[src/rtl/fft_addsub_pipe.sv]
// ============================================================================
// Module   : fft_addsub_pipe
// Purpose  : Two-stage pipelined multi-lane signed adder/subtractor for the
//            FFT datapath. Each transaction carries LANES operand pairs, one
//            shared add/subtract select and one shared halve-with-rounding
//            select. Results are full precision (WIDTH+1 bits per lane).
//            A valid/ready handshake on both sides allows full-rate streaming
//            and lossless backpressure.
// Ports    : clk        - rising-edge clock
//            rst_n      - asynchronous active-low reset
//            in_valid   - operand transaction present
//            in_ready   - transaction accepted this cycle when in_valid=1
//            op_sub     - 0: A+B, 1: A-B
//            scale      - 1: result = round-half-up(result/2)
//            a, b       - LANES x WIDTH signed operands, lane k at [k*WIDTH+:WIDTH]
//            out_valid  - result transaction present
//            out_ready  - downstream accepts result
//            sum        - LANES x (WIDTH+1) signed results
//            busy       - either pipeline stage holds a transaction
// Revision : 1.0 - initial release
// ============================================================================
`default_nettype none

module fft_addsub_pipe #(
    parameter int WIDTH = 16,
    parameter int LANES = 2
) (
    input  logic                     clk,
    input  logic                     rst_n,
    input  logic                     in_valid,
    output logic                     in_ready,
    input  logic                     op_sub,
    input  logic                     scale,
    input  logic [LANES*WIDTH-1:0]   a,
    input  logic [LANES*WIDTH-1:0]   b,
    output logic                     out_valid,
    input  logic                     out_ready,
    output logic [LANES*(WIDTH+1)-1:0] sum,
    output logic                     busy
);

    localparam int RW = WIDTH + 1;

    // Stage 1: registered operands and controls
    logic                   s1_valid_q, s1_valid_d;
    logic [LANES*WIDTH-1:0] s1_a_q, s1_b_q;
    logic                   s1_sub_q, s1_scale_q;

    // Stage 2: registered results
    logic                   s2_valid_q, s2_valid_d;
    logic [LANES*RW-1:0]    s2_sum_q;
    logic [LANES*RW-1:0]    w_result;

    logic                   w_s1_load;
    logic                   w_s2_load;

    // S2 takes S1's contents whenever it is empty or its current result leaves.
    assign w_s2_load = s1_valid_q && (!s2_valid_q || out_ready);
    assign in_ready  = !s1_valid_q || w_s2_load;
    assign w_s1_load = in_valid && in_ready;

    always_comb begin
        s1_valid_d = s1_valid_q;
        if (w_s1_load) begin
            s1_valid_d = 1'b1;
        end else if (w_s2_load) begin
            s1_valid_d = 1'b0;
        end
    end

    always_comb begin
        s2_valid_d = s2_valid_q;
        if (w_s2_load) begin
            s2_valid_d = 1'b1;
        end else if (out_ready) begin
            s2_valid_d = 1'b0;
        end
    end

    // Per-lane arithmetic on the stage-1 registers
    generate
        for (genvar k = 0; k < LANES; k++) begin : g_lane
            logic [RW-1:0] w_ae;
            logic [RW-1:0] w_be;
            logic [RW-1:0] w_r;
            logic [RW-1:0] w_half;

            assign w_ae = {s1_a_q[k*WIDTH+WIDTH-1], s1_a_q[k*WIDTH +: WIDTH]};
            // Subtraction as a + ~b + 1 on the sign-extended operand.
            assign w_be = s1_sub_q ? ~{s1_b_q[k*WIDTH+WIDTH-1], s1_b_q[k*WIDTH +: WIDTH]}
                                   :  {s1_b_q[k*WIDTH+WIDTH-1], s1_b_q[k*WIDTH +: WIDTH]};
            assign w_r  = w_ae + w_be + {{(RW-1){1'b0}}, s1_sub_q};
            // (r + 1) >>> 1 equals (r >>> 1) + r[0]; this form never needs the
            // extra guard bit and cannot overflow WIDTH+1 bits.
            assign w_half = {w_r[RW-1], w_r[RW-1:1]} + {{(RW-1){1'b0}}, w_r[0]};

            assign w_result[k*RW +: RW] = s1_scale_q ? w_half : w_r;
        end
    endgenerate

    always_ff @(posedge clk or negedge rst_n) begin
        if (!rst_n) begin
            s1_valid_q <= 1'b0;
            s1_a_q     <= '0;
            s1_b_q     <= '0;
            s1_sub_q   <= 1'b0;
            s1_scale_q <= 1'b0;
            s2_valid_q <= 1'b0;
            s2_sum_q   <= '0;
        end else begin
            s1_valid_q <= s1_valid_d;
            s2_valid_q <= s2_valid_d;
            if (w_s1_load) begin
                s1_a_q     <= a;
                s1_b_q     <= b;
                s1_sub_q   <= op_sub;
                s1_scale_q <= scale;
            end
            if (w_s2_load) begin
                s2_sum_q <= w_result;
            end
        end
    end

    assign out_valid = s2_valid_q;
    assign sum       = s2_sum_q;
    assign busy      = s1_valid_q || s2_valid_q;

endmodule

`default_nettype wire

[config.mk]
export PLATFORM = sky130hd
export DESIGN_NAME = fft_addsub_pipe
export DESIGN_NICKNAME = d
export VERILOG_FILES = /design/src/rtl/fft_addsub_pipe.sv
export SDC_FILE = /design/constraint.sdc
export NUM_CORES = 1
export LEC_CHECK = 0
export BUFFER_PORTS_ARGS = -buffer_cell sky130_fd_sc_hd__buf_2
export CAP_MARGIN = 25
export CORE_MARGIN = 2
export CORE_UTILIZATION = 52
export DETAILED_ROUTE_END_ITERATION = 10
export PLACE_DENSITY = 0.77
export REMOVE_ABC_BUFFERS = 1
export SLEW_MARGIN = 40
export SYNTH_ARGS = -nofsm -noshare
export SYNTH_HDL_FRONTEND = slang
export SYNTH_SLANG_ARGS = --single-unit
[constraint.sdc]
create_clock -name clk -period 3.7 [get_ports clk]
set_input_delay 0 -clock clk [delete_from_list [all_inputs] [get_ports clk]]
set_output_delay 0 -clock clk [all_outputs]
set_load 0.01 [all_outputs]
* After elaboration in Yosys (flattened, before gate mapping)
Index checks and enable logic that the tools add are counted.
W data, S select, Z words.
** Word-level totals
- Bits in latches :: 0
- Flip-flop bits (word level) :: 102
- Memory bits (read-only) :: 0
- Output and inout bits :: 37
- Memories kept :: 0
- RAM bits :: 0
** Cells by class
- Reduce and logical (&&, ||, !) cells :: 9
- Order comparisons :: 0
- Bitwise logic cells :: 2
- Muxes and demuxes :: 8
- Add/sub/neg operators :: 6
- Multipliers :: 0
- Divide/modulo/power cells :: 0
- Shift operators :: 0
- Equality and inequality tests :: 0
** Operators by type and width (count)
- $mux W17 :: 4
- $add A16 B2 Y17 :: 2
- $add A17 B1 Y17 :: 2
- $add A17 B17 Y17 :: 2
- $not A17 Y17 :: 2
- $mux W1 :: 4
- $reduce_bool A2 Y1 :: 2
- $logic_or A1 B1 Y1 :: 3
- $logic_and A1 B1 Y1 :: 2
- $logic_not A1 Y1 :: 2

* Depth between registers and ports, before layout
- Depth after elaboration :: 6
- Gate-level depth with buffers :: 14
- Mapped depth without buffers :: 12

* Least setup slack after synthesis
OpenSTA, ideal clock, no wires.
- Path type :: register -> register
- Start point :: reg s1_sub_q
- End point :: reg s2_sum_q[15] (netlist: sum[15])
- Setup slack :: 0.258 ns
- Arrival :: 3.360 ns
- Cell stages (with the launch flop) :: 13
- Library setup time :: 0.082 ns
- Buffers on the path :: 2
- Path through :: dfrtp_1 clkbuf_2 buf_1 xor2_1 fa_1 a211o_1 a2111o_1 o311ai_2 nand2_1 and4b_1 nand4_2 or3_1 a31oi_1
** Between the ends
- Word-level cells in the longest chain between the ends :: 5
** Ends and longest elaborated chain
- start: declaration :: RTL line 47 : logic s1_sub_q, s1_scale_q;
- start signal: assignment :: RTL line 116 : s1_sub_q <= op_sub;
- $mux W17 :: RTL line 90 : assign w_be = s1_sub_q ? ~{s1_b_q[k*WIDTH+WIDTH-1], s1_b_q[k*WIDTH +: WIDTH]}
- $add A17 B17 Y17 :: RTL line 92 : assign w_r = w_ae + w_be + {{(RW-1){1'b0}}, s1_sub_q};
- $add A17 B1 Y17 * :: RTL line 92
- $add A16 B2 Y17 :: RTL line 95 : assign w_half = {w_r[RW-1], w_r[RW-1:1]} + {{(RW-1){1'b0}}, w_r[0]};
- $mux W17 * :: RTL line 97 : assign w_result[k*RW +: RW] = s1_scale_q ? w_half : w_r;
- end signal: assignment :: RTL line 120 : s2_sum_q <= w_result;
- end: declaration :: RTL line 51 : logic [LANES*RW-1:0] s2_sum_q;
Mark *: on every way between the ends. The rest lies on a longest branch, timed or not.
A chain may end at the register's enable or synchronous reset.

* Worst setup path after layout
- Start point :: reg s1_sub_q
- End point :: reg s2_sum_q[30] (netlist: sum[30])
Same word-level chain as after synthesis.

==> metrics.md <==
| Metric | Value |
|---|---|
| Synth area leaders | dfrtp_1 39%, mux2_2 12%, ha_1 6.5%, xor2_1 6.0%, o21ai_0 3.4% |
| Crit path required time | 3920 ps |
| Fin. Hold Viols | 0 |
| Crit end category | flip-flop |
| Post-synthesis sequential area ratio | 39.0% |
| # fillers | 925 |
| Dpl cell area | 0.00724 mm² |
| Clk Latency, worst-skew pair | 360 ps |
| Die area | 0.0135 mm² |
| First-pass GRT wire length | 26100 µm |
| Cell area after layout | 0.00833 mm² |
| CP Launch Type | flip-flop |
| Fin crit share | 93.9% |
| DR vias | 5562 |
| Chip Width | 116 µm |
| Clk slew on worst S/H paths | 70 ps |
| GP Congestion | 0.962 |
| Util after Layout | 68.5% |
| Synth Warn # | 0 |
| Top Ports | 107 |
| Final nets | 929 |
| Yosys reg bits | 102 |
| Layout area overhead | 27.2% |
| # diodes | 0 |
| Post-route DRC violation count | 0 |
| Lkg Pwr | 3.75 nW |
| Routed wire length per instance | 15.9 µm |
| Clk Tree Root Cell | clkbuf_16 |
| Top_reg_cell synth | dfrtp_1 |
| Core Rows | 40 |
| Core area | 0.0122 mm² |
| Asr flop ratio synth | 100% |
| Minimum clock period | 3470 ps |
| Worst setup margin | 227 ps |
| CP Max Fanout | 9 |
| Hold Crit Class | primary input to asynchronous set/reset pin |
| VDD IR max | 0.374 mV |
| Dpl ws | 73.3 ps |
| H-tree depth | 3 |
| WP buf/inv | 0 |
| Final Setup Violations | 0 |
| CP delay by family, top | compound AO/OA/AOI/OAI gates |
| Port Buffers | 106 |
| Largest net degree at the start of global routing | 74 |
| Mapped Cells | 656 |
| Post-Route WL | 15800 µm |
| Top cell type's share of synthesized area | 39.0% |
| Worst Clk Skew | 7.37 ps |
| Max-slew violation count | 0 |
| Share of cells above drive strength 1 | 27.7% |
| WS Path Type | flip-flop to flip-flop |
| CP max stage cell | or4_1 |
| CTS tree | yes |
| Post-synth EDFFs | 0 |
| Post-route ant nets | 0 |
| Clock Sink Count | 102 |
| Cell Chain, Critical Path | mux2_4 -> fa_1 -> a211oi_2 -> o31ai_2 -> o21ai_1 -> o2bb2ai_1 -> xnor2_1 -> nand2_1 -> or4_1 -> a21oi_1 -> o31ai_1 |
| Hpwl dp | 11100 µm |
| Syn_area_per_cell | 9.98 µm² |
| Vias in the first global route | 5537 |
| Power Dens Cells | 709 mW/mm² |
| Setup TNS | 0 ps |
| Final hold slack | 230 ps |
| Distinct cell type count after synthesis | 68 |
| Gr ovfl total | 0 |
| Slew margin rel. | 56.7% |
| Die H | 116 µm |
| CTS buffer count | 9 |
| WP data arrival | 3700 ps |
| Number of DRC violations after detailed-routing iteration 0 | 388 |
| Synthesized cell area | 0.00654 mm² |
| Worst-Margin Slew | 649 ps |
| Maximum clock path buffer count | 2 |
| Antenna violations before repair | 0 |
| Gr usage total | 24.6% |
| Drt first pass iters | 5 |
| Initial core utilization | 53.8% |
| MaxCap Viol Count | 0 |
| Status | complete, no violations |
| Fmax | 0.288 GHz |
| Largest area contributor in the netlist | dfrtp_1 |
| CP max stage delay | 530 ps |
| Vias per cell | 5.59 |
[worst reg2reg max path: cells and delay by family (launching register included)]
kind / cells / cell delay, ps
xor+xnor: 1 / 240
simple gates: 2 / 650
compound gates: 6 / 1190
flops: 1 / 500
fa+ha+maj: 1 / 440
mux: 1 / 330
[what timing repair did]
| item | 4_1_cts | 5_1_grt |
|---|---|---|
| resized for setup | 0 | 11 |
| hold buffers | 70 | 0 |
| buffers inserted | 0 | 2 |
| hold endpoints to repair | 140 | 0 |
| endpoints found under the setup margin | 0 | 11 |
[power breakdown]
part / switching (mW) / internal, mW / total (mW)
combinational: 1.89 / 1.41 / 3.30
clock: 0.414 / 0.588 / 1.00
sequential: 0.198 / 1.41 / 1.61
[cell families (layout without fill, tap and decap cells)]
family,count (synthesis),in the layout,share of synthesized area (%)
DFF,102,102,39.0
xor gates and xnor gates,63,63,8.66
adders and majority gates,36,36,7.11
AOI/OAI and AO/OA,169,169,17.1
muxes,77,77,13.1
and+or+nand+nor,160,160,12.0
buffers and inverters,49,220,2.98
[Yosys cell counts (all sizes together) (12+ instances only)]
cell type	n
nand2	56
a211oi	12
ha	34
dfrtp	102
a21oi	36
nand3	17
inv	15
xor2	45
clkbuf	25
xnor2	18
nor2	38
mux2	68
a31oi	14
o21ai	46
a21o	12
[metal layers]
layer / global-route usage [%] / vias to the layer above / routed length, µm
met2: 44.7 / 167 / 8130
met5: 0 / - / 0
met3: 5.86 / 26 / 809
met1: 28.9 / 2653 / 6630
li1: - / 2716 / -
met4: 7.06 / 0 / 233
[placed cells by master (no fill, tap or decap), types with 4 or more instances in the layout]
cell           Yosys  layout
nand3_1           16      16
mux2i_1            9       8
o31ai_1            7       7
nor3_1             7       6
xnor2_1           16      14
and3_1             5       4
buf_4              0      12
nand2_1           56      54
xnor2_2            2       4
nor2_1            38      38
buf_2              6     105
dlygate4sd3_1      0      70
a21oi_1           36      36
and2_1             7       7
o21ai_0           44      44
a21o_1            12      12
mux2_2            67      67
nand2b_1           7       7
dfrtp_1          102     101
nand4_1            6       6
xor2_1            45      44
a31oi_1           14      14
ha_1              34      33
clkbuf_16          0       9
a211oi_1          11       9
inv_1             15      15
o211ai_1           4       4
[path summary, 6_finish.rpt]
check | cells after the start | start | end | slack, ps
setup / recovery | 11 | s1_sub_q | sum[30] | 230
hold / removal | 2 | rst_n | sum[19] | 230
setup reg to reg | 11 | s1_sub_q | sum[30] | 230
hold reg to reg | 2 | sum[20] | sum[20] | 480
max in group asynchronous | 3 | rst_n | s1_b_q[11] | 2650
min in group clk | 3 | b[2] | s1_b_q[2] | 400
[area by class of cell]
class | count | area, µm² | area share [%]
Sequential cell | 102 | 2550 | 30.7
Timing Repair Buffer | 189 | 1340 | 16.1
Clock buffer | 9 | 225 | 2.71
Multi-Input combinational cell | 505 | 3850 | 46.3
Inverter | 16 | 60.1 | 0.721
Tap cell | 168 | 210 | 2.52
Clock inverter | 6 | 86.3 | 1.04
[sequential cells by signal, summed over array words and instances (netlist names)]
register    cells
sum            34
s1_a_q         32
s1_b_q         32
out_valid       1
s1_scale_q      1
s1_sub_q        1
s1_valid_q      1
[metrics by stage]
step | cells | power (mW)
6_report | 995 | 5.90
4_1_cts | 993 | 5.82
3_3_place_gp | 908 | 4.62
2_1_floorplan | 623 | 3.89
3_5_place_dp | 908 | 4.73
5_1_grt | 995 | 6.36
No activity file was read; power rests on OpenSTA's default activity.
